==> src/rtl/bus_pkg.sv <==
// Shared bus definitions: widths, direction encoding, master FSM states and command record.
package bus_pkg;

  localparam int unsigned ADDR_W = 9;
  localparam int unsigned DATA_W = 8;

  localparam logic BUS_RD = 1'b0;
  localparam logic BUS_WR = 1'b1;

  typedef enum logic [2:0] {
    IDLE,
    REQ,
    XFER,
    RDWAIT,
    DONE
  } bmp_state_t;

  typedef struct packed {
    logic              rw;
    logic [ADDR_W-1:0] addr;
    logic [DATA_W-1:0] wdata;
  } bus_cmd_t;

endpackage

==> src/rtl/bus_master_port.sv <==
// Initiator-side bus agent: turns local single-beat commands into request/grant bus
// transactions, keeping the grant across back-to-back commands up to MAX_HOLD beats.
module bus_master_port #(
  parameter int unsigned ADDR_W   = bus_pkg::ADDR_W,
  parameter int unsigned DATA_W   = bus_pkg::DATA_W,
  parameter int unsigned RD_LAT   = 1,
  parameter int unsigned MAX_HOLD = 4
) (
  input  logic              clk,
  input  logic              reset,
  input  logic              cmd_valid,
  output logic              cmd_ready,
  input  logic              cmd_rw,
  input  logic [ADDR_W-1:0] cmd_addr,
  input  logic [DATA_W-1:0] cmd_wdata,
  output logic              rsp_valid,
  output logic [DATA_W-1:0] rsp_rdata,
  output logic              grant_request,
  input  logic              grant_given,
  output logic              rw,
  output logic [ADDR_W-1:0] address,
  output logic [DATA_W-1:0] data_out,
  input  logic [DATA_W-1:0] data_in
);
  import bus_pkg::*;

  localparam int unsigned      CNT_W    = 2;
  localparam logic [CNT_W-1:0] LAT_INIT = CNT_W'(RD_LAT - 1);
  localparam logic [3:0]       HOLD_LIM = 4'(MAX_HOLD);

  bmp_state_t        state_q, state_d;
  logic              rw_q, rw_d;
  logic [ADDR_W-1:0] addr_q, addr_d;
  logic [DATA_W-1:0] wdata_q, wdata_d;
  logic [DATA_W-1:0] rdata_q, rdata_d;
  logic [3:0]        beats_q, beats_d;
  logic [CNT_W-1:0]  lat_q, lat_d;
  logic              abort_q, abort_d;
  logic              err_q, err_d;

  logic              bus_act;
  logic              accept;
  logic [3:0]        beat_inc;

  always_ff @(posedge clk) begin
    if (reset) begin
      state_q <= IDLE;
      rw_q    <= 1'b0;
      addr_q  <= '0;
      wdata_q <= '0;
      rdata_q <= '0;
      beats_q <= '0;
      lat_q   <= '0;
      abort_q <= 1'b0;
      err_q   <= 1'b0;
    end else begin
      state_q <= state_d;
      rw_q    <= rw_d;
      addr_q  <= addr_d;
      wdata_q <= wdata_d;
      rdata_q <= rdata_d;
      beats_q <= beats_d;
      lat_q   <= lat_d;
      abort_q <= abort_d;
      err_q   <= err_d;
    end
  end

  always_comb begin
    state_d   = state_q;
    rw_d      = rw_q;
    addr_d    = addr_q;
    wdata_d   = wdata_q;
    rdata_d   = rdata_q;
    beats_d   = beats_q;
    lat_d     = lat_q;
    abort_d   = abort_q;
    err_d     = err_q;
    cmd_ready = 1'b0;
    beat_inc  = (beats_q == HOLD_LIM) ? beats_q : beats_q + 4'd1;

    // Holding in DONE compares the post-increment count so the MAX_HOLD-th beat releases.
    if (!reset) begin
      if (state_q == IDLE) begin
        cmd_ready = 1'b1;
      end else if (state_q == DONE && !abort_q &&
                   ({1'b0, beats_q} + 5'd1) < {1'b0, HOLD_LIM}) begin
        cmd_ready = 1'b1;
      end
    end
    accept = cmd_valid && cmd_ready;

    if (accept) begin
      rw_d    = cmd_rw;
      addr_d  = cmd_addr;
      wdata_d = cmd_wdata;
    end

    unique case (state_q)
      IDLE: begin
        if (accept) begin
          abort_d = 1'b0;
          state_d = REQ;
        end
      end
      REQ: begin
        if (grant_given) state_d = XFER;
      end
      XFER: begin
        if (!grant_given) begin
          abort_d = 1'b1;
          err_d   = 1'b1;
        end
        if (rw_q == BUS_WR) begin
          state_d = DONE;
        end else begin
          lat_d   = LAT_INIT;
          state_d = RDWAIT;
        end
      end
      RDWAIT: begin
        if (!grant_given) begin
          abort_d = 1'b1;
          err_d   = 1'b1;
        end
        if (lat_q == '0) begin
          rdata_d = data_in;
          state_d = DONE;
        end else begin
          lat_d = lat_q - 1'b1;
        end
      end
      DONE: begin
        if (accept) begin
          beats_d = beat_inc;
          state_d = XFER;
        end else begin
          beats_d = '0;
          abort_d = 1'b0;
          state_d = IDLE;
        end
      end
      default: state_d = IDLE;
    endcase
  end

  // Bus outputs are forced to zero whenever this port is not actively driving.
  assign bus_act       = (state_q == XFER) || (state_q == RDWAIT);
  assign address       = bus_act ? addr_q : '0;
  assign rw            = bus_act ? rw_q : 1'b0;
  assign data_out      = (bus_act && rw_q == BUS_WR) ? wdata_q : '0;
  assign grant_request = (state_q != IDLE);
  assign rsp_valid     = (state_q == DONE);
  assign rsp_rdata     = rdata_q;

endmodule

==> config.mk <==
export PLATFORM = sky130hd
export DESIGN_NAME = bus_master_port
export DESIGN_NICKNAME = d
export VERILOG_FILES = /design/src/rtl/bus_pkg.sv /design/src/rtl/bus_master_port.sv
export SDC_FILE = /design/constraint.sdc
export NUM_CORES = 1
export LEC_CHECK = 0
export BUFFER_PORTS_ARGS = -buffer_cell sky130_fd_sc_hd__buf_2
export CORE_UTILIZATION = 48
export CTS_BUF_LIST = sky130_fd_sc_hd__clkbuf_8
export CTS_CLUSTER_SIZE = 12
export DETAILED_ROUTE_END_ITERATION = 7
export GPL_TIMING_DRIVEN = 0
export PLACE_DENSITY = 0.81
export SLEW_MARGIN = 30
export SYNTH_ARGS = -nofsm -noshare
export SYNTH_HDL_FRONTEND = slang
export SYNTH_SLANG_ARGS = --single-unit
export TNS_END_PERCENT = 1
==> constraint.sdc <==
create_clock -name clk -period 2 [get_ports clk]
set_clock_uncertainty 0.15 [all_clocks]
set_input_delay 0.1 -clock clk [delete_from_list [all_inputs] [get_ports clk]]
set_output_delay 0.1 -clock clk [all_outputs]
set_load 0.05 [all_outputs]
# After elaboration in Yosys (flattened, before gate mapping)
# Cells that the tools add are included.
# W data, S select, Z words.
dict set report op_classes {
  add_sub_neg 3
  order_cmp 1
  n_eq_ne 13
  muxes 21
  reduce_logical 17
}
# cell n
set ops {}
lappend ops {{$ne A2 B2 Y1 const B} 8}
lappend ops {{$pmux W3 S5} 1}
lappend ops {{$mux W3} 4}
lappend ops {{$mux W9} 1}
lappend ops {{$mux W4} 2}
lappend ops {{$mux W8} 1}
lappend ops {{$mux W1} 7}
lappend ops {{$eq A3 B2 Y1 const B} 2}
lappend ops {{$mux W2} 3}
lappend ops {{$reduce_and A3 Y1} 2}
lappend ops {{$reduce_bool A3 Y1} 2}
lappend ops {{$add A4 B1 Y5 const B} 1}
lappend ops {{$lt A5 B3 Y1 const B} 1}
lappend ops {{$add A4 B1 Y4 const B} 1}
lappend ops {{$eq A4 B3 Y1 const B} 1}
lappend ops {{$logic_and A1 B1 Y1} 4}
lappend ops {{$pmux W2 S2} 1}
lappend ops {{$reduce_and A2 Y1} 2}
lappend ops {{$reduce_and A4 Y1} 1}
lappend ops {{$eq A3 B1 Y1 const B} 1}
lappend ops {{$eq A3 B3 Y1 const B} 1}
lappend ops {{$logic_not A3 Y1} 1}
lappend ops {{$pmux W1 S3} 1}
lappend ops {{$logic_not A2 Y1} 1}
lappend ops {{5 further kinds} 5}
dict set report word_totals {
  register_bits 36
  input_bits 30
  elab_cells 63
}

# Depth between registers and ports, before layout
dict set report logic_depth {
  depth_word 9
  ltp_mapped 7
}

# Worst setup path after synthesis
# Ideal clock, no wire load.
dict set report synth_timing {
  path_type {register to output}
  from {reg beats_q[0]}
  to {out cmd_ready}
  t_arrival_ns 3.525
  required_ns 1.750
  path_slack_ns -1.775
  path_stages_with_launch 6
  path_buffers 0
  path_cell_list {dfxtp_1 -> ha_1 -> and2_1 -> a21oi_1 -> or2_2 -> a2111oi_0}
}
dict set report synth_via {
  elab_chain_cells 6
}
# element line
set synth_rtl {}
lappend synth_rtl {{start, declared} bus_master_port.sv:36} ;# logic [3:0] beats_q, beats_d;
lappend synth_rtl {{start signal, assigned} bus_master_port.sv:62} ;# beats_q <= beats_d;
lappend synth_rtl {{$add A4 B1 Y5} bus_master_port.sv:87} ;# ({1'b0, beats_q} + 5'd1) < {1'b0, HOLD_LIM}) begin
lappend synth_rtl {{$lt A5 B3 Y1} bus_master_port.sv:87}
lappend synth_rtl {{$logic_and A1 B1 Y1} bus_master_port.sv:86} ;# end else if (state_q == DONE && !abort_q &&
lappend synth_rtl {{$mux W1} bus_master_port.sv:86}
lappend synth_rtl {{$mux W1} bus_master_port.sv:84} ;# if (state_q == IDLE) begin
lappend synth_rtl {{$mux W1} bus_master_port.sv:83} ;# if (!reset) begin
lappend synth_rtl {{end, declared} bus_master_port.sv:12} ;# output logic cmd_ready,
# No other way between the ends.

# Worst setup path after layout
# Same ends and word-level chain as after synthesis.

==> flow_summary.toml <==
[run_status]
status = "finished, violations left"
violations = "setup timing"

[die]
die-area_um2 = 3960
num_rows = 21
core-area_um2 = 3440
dieWidth_um = 62.9
initial_core_util_pct = 51.8
die_y_um = 62.9
pin_count = 59

[timing]
finalSetupViolations = 1
rsz0062_at_grt = "true"
fmax_mhz = 483
relSlewSlack_pct = 63.1
worst_pin_slew_ns = 0.553
period_needed_ns = 2.07
hold_viol_final = 0
setup_slack_ns = -0.0699
fin_crit_sh_pct = 103
final-max-slew-violation-count = 0

[clocking]
clockBufferDepth = 2
clkLatencyLatePin_ns = 0.29
cts_tree = "built"
cts-buffers-inserted = 5
clkTransAtPathRegs_ns = 0.08
htreeDepth = 2
cts.sinks = 36
cts_root_buffer = "clkbuf_8"

[synthesis]
ys_ff_latch = 36
synth_xor_area_share_pct = 0
syn_area_um2 = 1780
synth_top_area_share_pct = 40.4
synth_top_family_by_area = "simple AND/OR/NAND/NOR gates"
syn-num-nets = 228
synth_top_area_cell = "dfxtp_1"
synthTopCellsByArea = "dfxtp_1 (40%), mux2_4 (7.6%), nor2b_1 (6.3%), mux2_2 (5.7%), nand2_1 (4.6%)"
synthCells = 195
synth-compound-area-share_pct = 9.54
syn_area_per_cell_um2 = 9.14
ys_seq_area_share_pct = 40.4
synthSimpleGateAreaFrac_pct = 28.3
ys_warn_count = 0
synthMuxAreaShare_pct = 13.8
synth_fa_ha_area_share_pct = 2.11
synthDistinctLibCells = 41

[worst_setup_path]
arrival_ns = 1.82
path_max_fanout = 3
startpoint_type = "flop"
required_ns = 1.75
endpoint_kind = "output pin"
worstSetupPathType = "reg2out"

[job]
cap_violations = 0

[route]
wirelength_um = 4780
route.vias.total = 1745
top_layer_used = "met4"
first_pass_iters = 4
ant_nets = 0
avgViaCountPerCell = 5.16
drt_iter0_markers = 122
m1WireLength_um = 1910
route.detailed.drc = 0
wl_per_cell_um = 14.1
wl_met2_um = 2550
wl_met3_um = 233

[placement]
gp_congestion = 0.812
port_buffers = 58
pre_cts_ws_ns = -0.0199
hpwlAfterDp_um = 2690

[grt]
grt_max_degree = 12
antenna_found_initial = 0
grt_pass1_wl_um = 7880
grt.overflow.total = 0
grt_usage_pct = 25.9
grt_pass1_vias = 1743

[pwr]
p_per_area_nw_per_um2 = 774
p_leak_uw = 0.00120
power_uw = 2050
peakVddDrop_mv = 0.556

[layout]
fillers = 219
layout_common_cells = "buf_2 (48), dfxtp_1 (34), dlygate4sd3_1 (27)"
final_nets = 324
mostFrequentLayoutCell = "buf_2"
antenna_cells = 0
final_layout_size_suffix_gt1_share_pct = 36.0
syn2layout_area_growth_pct = 48.1

[hold_path]
hold_path.class = "in2reg"
## synthesized netlist by cell type
master	count
nor3b_1	1
dfxtp_1	36
buf_6	1
and3b_1	1
nor2b_1	18
a21oi_1	12
or3_1	1
o31ai_1	1
nand2_1	22
or2_2	2
buf_2	1
nor4_1	1
ha_1	3
clkbuf_1	9
o21ai_0	6
buf_1	1
mux2_2	9
o2bb2ai_1	1
mux2_4	9
buf_12	1
a22oi_1	1
a32o_1	1
o211ai_1	2
a211oi_1	1
o32ai_1	1
nor2_4	1
nand3_1	3
nor3_1	3
nand4_1	1
nand3b_1	1
and3_1	11
a2111oi_0	1
nor4b_4	1
and2_1	12
nor2_1	5
or2b_1	1
mux2i_1	1
inv_1	8
nand2_2	1
nand2b_1	2
o22ai_1	1
## stage by stage
| stage | hold slack (ns) | instances | utilization [%] | TNS [ns] | area (um2) |
|---|---|---|---|---|---|
| finish | 0.0201 | 338 | 76.7 | -0.0699 | 2640 |
| floorplan | 0.0860 | 195 | - | 0 | 1810 |
| CTS | 0.00563 | 338 | 76.4 | -0.0270 | 2630 |
| detailed placement | 0.178 | 299 | 62.6 | -0.0829 | 2160 |
| global route | 0.0300 | 338 | 76.7 | -0.125 | 2640 |
| global placement | 0.176 | 299 | 62.6 | -0.0215 | 2160 |
## cell families (layout without fill, tap and decap cells)
| group | count (synthesis) | count (layout) |
|---|---|---|
| simple gates | 88 | 88 |
| flops | 36 | 36 |
| compound gates | 28 | 28 |
| buf+inv | 21 | 118 |
| mux | 19 | 19 |
| fa+ha+maj | 3 | 3 |
## final timing paths
| kind | from | to | slack [ns] | cells after the start |
|---|---|---|---|---|
| setup / recovery | beats_q[0]$_SDFFE_PP0P_ | cmd_ready | -0.07 | 6 |
| setup reg to reg | state_q[1]$_SDFFE_PP0P_ | wdata_q[0]$_SDFFE_PP0N_ | 0.11 | 6 |
| hold / removal | reset | state_q[1]$_SDFFE_PP0P_ | 0.02 | 4 |
| hold reg to reg | rsp_rdata[2]$_SDFFE_PP0P_ | rsp_rdata[2]$_SDFFE_PP0P_ | 0.30 | 2 |
## report_power, final
group          internal [uW]  switching [uW]
combinational            265             334
sequential               780            35.9
clock                    365             265
total                   1410             636
## state kept, by name (all words and copies together), names as in the netlist
name / cells
abort_q: 1
addr_q: 9
beats_q: 4
lat_q: 2
rsp_rdata: 8
rw_q: 1
state_q: 3
wdata_q: 8
## final cells by class
cell class | count | area, um2 | share of cell area (%)
Tap cell | 46 | 57.6 | 2.18
Buffer | 13 | 82.6 | 3.13
Clock inverter | 3 | 38.8 | 1.47
Clock buffer | 5 | 68.8 | 2.61
Inverter | 8 | 30.0 | 1.14
Timing Repair Buffer | 89 | 634 | 24.0
Sequential cell | 36 | 728 | 27.6
Multi-Input combinational cell | 138 | 1000 | 37.9
## routing by layer
layer | GRT usage, % | up-vias
li1 | - | 850
met1 | 29.1 | 828
met2 | 46.8 | 56
met3 | 4.38 | 11
met4 | 11.9 | 0
met5 | 0 | -
## timing repair
| item | CTS | global route |
|---|---|---|
| buffers inserted | 4 | 0 |
| pin swaps | 1 | 1 |
| gates resized for setup | 20 | 6 |
| setup endpoints to repair | 20 | 26 |
| endpoints found under the hold margin | 27 | 0 |
| cloned | 0 | 0 |
| hold buffers | 27 | 0 |
## critical path: stages, from the launching register on
cell and delay [ns]:
dfxtp_4 0.36, ha_4 0.14, and2_4 0.14, a21oi_2 0.06, or2_4 0.26, a2111oi_4 0.36
buf_6 0.20
Note: power is estimated with default switching activity, not from simulation.
